==> src/rtl/mod_fetch_unit.sv <==
// Instruction fetch stage: PC register, imem req/ack fetch FSM, branch/jump redirect and flush with drain.
// Optional performance counters are enabled with `define FETCH_PERF_CNT_EN.
module mod_fetch_unit #(
  parameter logic [31:0] RESET_PC = 32'h0000_0000
) (
  input  logic        clk,
  input  logic        rst,
  output logic        imem_req,
  output logic [31:0] imem_addr,
  input  logic        imem_ack,
  input  logic [31:0] imem_rdata,
  output logic        instr_valid,
  input  logic        instr_ready,
  output logic [31:0] instr,
  output logic [5:0]  opcode,
  output logic [5:0]  funct,
  output logic [31:0] pc_out,
  output logic [31:0] pc_plus4,
  input  logic        branch_taken,
  input  logic [15:0] branch_imm,
  input  logic        jump,
  input  logic [25:0] jump_target,
  input  logic        flush,
`ifdef FETCH_PERF_CNT_EN
  input  logic [31:0] flush_pc,
  output logic [31:0] fetch_count,
  output logic [31:0] stall_count
`else
  input  logic [31:0] flush_pc
`endif
);

  typedef enum logic [1:0] {S_IDLE, S_REQ, S_VALID, S_DRAIN} state_t;

  localparam logic [31:0] RST_PC_A = RESET_PC & ~32'h3;

  state_t      state, state_nxt;
  logic [31:0] pc, pc_nxt;
  logic [31:0] drain_pc, drain_pc_nxt;
  logic        load_instr;

  function automatic logic [31:0] word_align(input logic [31:0] a);
    return a & ~32'h3;
  endfunction

  // Jump beats branch; branch offset is the sign-extended word displacement.
  function automatic logic [31:0] redirect_pc(input logic [31:0] seq_pc,
                                              input logic        br,
                                              input logic [15:0] imm,
                                              input logic        jmp,
                                              input logic [25:0] tgt);
    logic signed [31:0] br_off;
    br_off = signed'({{14{imm[15]}}, imm, 2'b00});
    if (jmp)
      return {seq_pc[31:28], tgt, 2'b00};
    else if (br)
      return seq_pc + unsigned'(br_off);
    else
      return seq_pc;
  endfunction

  assign opcode   = instr[31:26];
  assign funct    = instr[5:0];
  assign pc_plus4 = pc_out + 32'd4;

  always_comb begin
    state_nxt    = state;
    pc_nxt       = pc;
    drain_pc_nxt = drain_pc;
    load_instr   = 1'b0;
    imem_req     = (state == S_REQ) || (state == S_DRAIN);
    instr_valid  = (state == S_VALID);
    imem_addr    = pc;
    case (state)
      S_IDLE: begin
        state_nxt = S_REQ;
        if (flush) pc_nxt = word_align(flush_pc);
      end
      S_REQ: begin
        if (imem_ack) begin
          if (flush) begin
            pc_nxt = word_align(flush_pc);
          end else begin
            load_instr = 1'b1;
            state_nxt  = S_VALID;
          end
        end else if (flush) begin
          drain_pc_nxt = word_align(flush_pc);
          state_nxt    = S_DRAIN;
        end
      end
      S_VALID: begin
        if (flush) begin
          pc_nxt    = word_align(flush_pc);
          state_nxt = S_REQ;
        end else if (instr_ready) begin
          pc_nxt    = redirect_pc(pc_plus4, branch_taken, branch_imm, jump, jump_target);
          state_nxt = S_REQ;
        end
      end
      S_DRAIN: begin
        // The outstanding request must complete at its old address; its data is dropped.
        if (flush) drain_pc_nxt = word_align(flush_pc);
        if (imem_ack) begin
          pc_nxt    = flush ? word_align(flush_pc) : drain_pc;
          state_nxt = S_REQ;
        end
      end
      default: state_nxt = S_IDLE;
    endcase
  end

  always_ff @(posedge clk) begin
    if (rst) begin
      state    <= S_IDLE;
      pc       <= RST_PC_A;
      pc_out   <= RST_PC_A;
      instr    <= 32'h0;
      drain_pc <= RST_PC_A;
    end else begin
      state    <= state_nxt;
      pc       <= pc_nxt;
      drain_pc <= drain_pc_nxt;
      if (load_instr) begin
        instr  <= imem_rdata;
        pc_out <= pc;
      end
    end
  end

`ifdef FETCH_PERF_CNT_EN
  logic consume;
  assign consume = (state == S_VALID) && instr_ready && !flush;

  always_ff @(posedge clk) begin
    if (rst) begin
      fetch_count <= 32'h0;
      stall_count <= 32'h0;
    end else begin
      if (consume) fetch_count <= fetch_count + 32'd1;
      if (instr_valid && !instr_ready) stall_count <= stall_count + 32'd1;
    end
  end
`endif

endmodule

==> config.mk <==
export PLATFORM = sky130hd
export DESIGN_NAME = mod_fetch_unit
export DESIGN_NICKNAME = d
export VERILOG_FILES = /design/src/rtl/mod_fetch_unit.sv
export SDC_FILE = /design/constraint.sdc
export NUM_CORES = 1
export LEC_CHECK = 0
export CORE_AREA = 8 8 146 148
export DETAILED_ROUTE_END_ITERATION = 10
export DIE_AREA = 0 0 154 156
export GPL_TIMING_DRIVEN = 0
export PLACE_DENSITY = 0.77
export SETUP_SLACK_MARGIN = 0.05
export SLEW_MARGIN = 20
export SYNTH_ARGS = -nofsm -noshare
export SYNTH_HDL_FRONTEND = slang
export SYNTH_SLANG_ARGS = --single-unit
==> constraint.sdc <==
create_clock -name clk -period 3.9 [get_ports clk]
set_clock_uncertainty 0.1 [all_clocks]
set_input_delay 1.17 -clock clk [delete_from_list [all_inputs] [get_ports clk]]
set_output_delay 1.17 -clock clk [all_outputs]
set_load 0.01 [all_outputs]
==> qor.yml <==
placement.io_buffers: 251
grt-ovfl-total: 0
antenna_found_initial: 0
grt_pass1_wl_mm: 49.2
hp-class: "register to register"
fin_util_pct: 62.3
drt-vias-per-instance: 5.75
hold_viol: 0
vias: 9256
layout_commonest_cell: "nand2_1"
clockBufferDepth: 2
yosysWarnings: 0
path_clk_slew_ns: 0.06
crit_type: "register to register"
r2r_start: "pc_out[2]"
core_um2: 19100
synth_cell_type_count: 79
numClockSinks: 130
slew_viol_final: 0
numCtsBuffers: 17
clockRootBuffer: "clkbuf_16"
comb_power_share_pct: 20.2
vdd_drop_max_v: 0.000306
nFillCells: 1682
nNetsFinal: 1507
grt_max_degree: 22
tightest_slew_ns: 1.16
r2r_slack_ns: 0.1
max_freq_ghz: 0.263
wirelength_mm: 33.0
syn_area_per_cell_um2: 7.47
num_antenna_cells: 0
hpwl_mm: 25.4
die-area_um2: 24000
period_minus_slack_ns: 3.80
synth_edf_count: 0
route.detailed.drc: 1
grt_setup_unrepaired: "yes"
seqPwrFrac_pct: 38.4
io-pin-count: 255
violations: "DRC"
cp-end-kind: "register"
drtIter0Drc: 855
layout-drive-gt1-share_pct: 11.5
die-width_um: 154
dp_cells: 1559
yosys.area.top_type: "dfxtp_1"
synth-main-ff-cell: "dfxtp_1"
grt_pass1_vias: 8721
power.leakage_nw: 4.63
cts_tree: "built"
whs_ns: 0.350
netlist_area_um2: 7990
final_cell_mix: "nand2_1, clkdlybuf4s50_1, a21oi_1, dfxtp_1, nor2_1"
setup_violations: 0
critPathMaxFanout: 7
worstPathArrival_ns: 4.05
netlist.area_leader.share_pct: 32.6
status: "finished with violations"
drv_cap: 0
track_usage_pct: 26.2
worstReg2RegEnd: "imem_addr[25]"
finalCritPeriodShare_pct: 97.5
stdcell_count: 1609
yosysSeqAreaShare_pct: 32.6
r2r_cells: 15
area_growth_pct: 48.7
wl_per_cell_um: 20.5
fin_setup_tns_ns: 0
slew_headroom_pct: 22.2
cts_htree_levels: 4
hp-start: "instr[23]"
antenna_left: 0
pwr-share-clk_pct: 41.5
drt-pass1-iter-count: 9
netlist_top_cells_area: "dfxtp_1, nand2_1, a21oi_1"
power_density_nw_per_um2: 319
ctsHoldBuffers: 0
holdPathStages: 2
worstPathRequired_ns: 4.14
hold_end: "instr[23]"
die_h_um: 156
synthCells: 1069
async_flop_share_pct: 0
start_kind: "register"
synth_seq_cells: 130
place_congestion: 0.953
synth_nets: 1218
power_switching_mw: 1.12
clkLatencyLatePin_ns: 0.42
swShare_pct: 29.6
p_int_mw: 2.67
initial_core_util_pct: 41.9
num_rows: 51
[layout make-up]
class	instances	area (um2)	area share, %
tap	238	298	2.51
clock inverter	13	128	1.07
multi-input combinational	837	5210	43.8
sequential	130	2620	22.1
inverter	23	86.3	0.727
clock buffer	19	453	3.81
timing repair buffer	274	2680	22.5
buffer	75	413	3.48
[logic make-up (layout without fill, tap and decap cells)]
| group | Yosys count | count (layout) | share of synthesized area (%) |
|---|---|---|---|
| and+or+nand+nor | 416 | 416 | 23.2 |
| AOI/OAI and AO/OA | 330 | 330 | 25.8 |
| DFF | 130 | 130 | 32.6 |
| buffers and inverters | 102 | 404 | 6.44 |
| xor gates and xnor gates | 47 | 47 | 5.25 |
| adders and majority gates | 36 | 36 | 5.73 |
| muxes | 8 | 8 | 1.00 |
[cell usage after synthesis, types with 11 or more instances]
library cell and number:
a21o_1 13, o221ai_1 15, a21oi_1 155, xnor2_1 24
nand3_1 16, clkbuf_1 53, buf_4 14, nand2_1 256
xor2_1 22, o211ai_1 16, inv_1 22, nor2_1 59
and3_1 11, dfxtp_1 130, nor3_1 17, a211oi_1 12
o21ai_0 42, ha_1 35
[through the flow]
step	setup WS, ns	cell area [um2]	power [mW]
2_1_floorplan	0.0940	7990	1.82
3_3_place_gp	-0.847	10800	2.20
3_5_place_dp	-0.893	10800	2.21
4_1_cts	0.0205	11700	3.77
5_1_grt	0.0109	11900	3.90
6_report	0.0960	11900	3.79
[flip-flops by register name (all words and copies together), names as in the netlist]
| signal | count |
|---|---|
| pc_out | 32 |
| instr | 32 |
| drain_pc | 32 |
| state | 2 |
| imem_addr | 32 |
[metal layers]
layer  GRT usage (%)  vias to the layer above  part of all wire, %
li1                -                     4367                    -
met1            31.7                     4250                   38
met2            42.8                      549                   46
met3            7.17                       90                   12
met4            11.5                        0                  3.7
met5               0                        -                    0
[how the worst max path moves through the flow]
stage	start	to
final	pc_out[2]	imem_addr[25]
after global routing	pc_out[2]	imem_addr[25]
after CTS	pc_out[2]	imem_addr[25]
after detailed placement	branch_imm[15]	imem_addr[25]
after global placement	branch_imm[15]	imem_addr[25]
after floorplan	pc_out[2]	imem_addr[25]
[critical path, cell delays in order (launching register included)]
cell	delay, ns
dfxtp_4	0.38
ha_1	0.18
and3_4	0.23
nand4_4	0.19
buf_4	0.22
nor2_2	0.12
xor2_2	0.26
ha_1	0.33
nand4_1	0.19
o221ai_1	0.19
a21oi_2	0.25
o22ai_4	0.11
nor2b_1	0.23
mux2i_1	0.17
a311o_1	0.35
a311oi_2	0.22
[what timing repair did]
item	CTS	global route
hold endpoints to repair	0	0
endpoints found under the setup margin	31	19
pin swaps	9	11
buffers inserted	11	11
resized for setup	71	27
[power groups by stage]
stage | Sequential [mW] | Combinational (mW) | Clock, mW
floorplan | 1.48 | 0.341 | 0
global placement | 1.48 | 0.728 | 0
detailed placement | 1.48 | 0.733 | 0
CTS | 1.45 | 0.740 | 1.58
global route | 1.46 | 0.812 | 1.63
finish | 1.45 | 0.763 | 1.57
(Power assumes the default switching activity.)
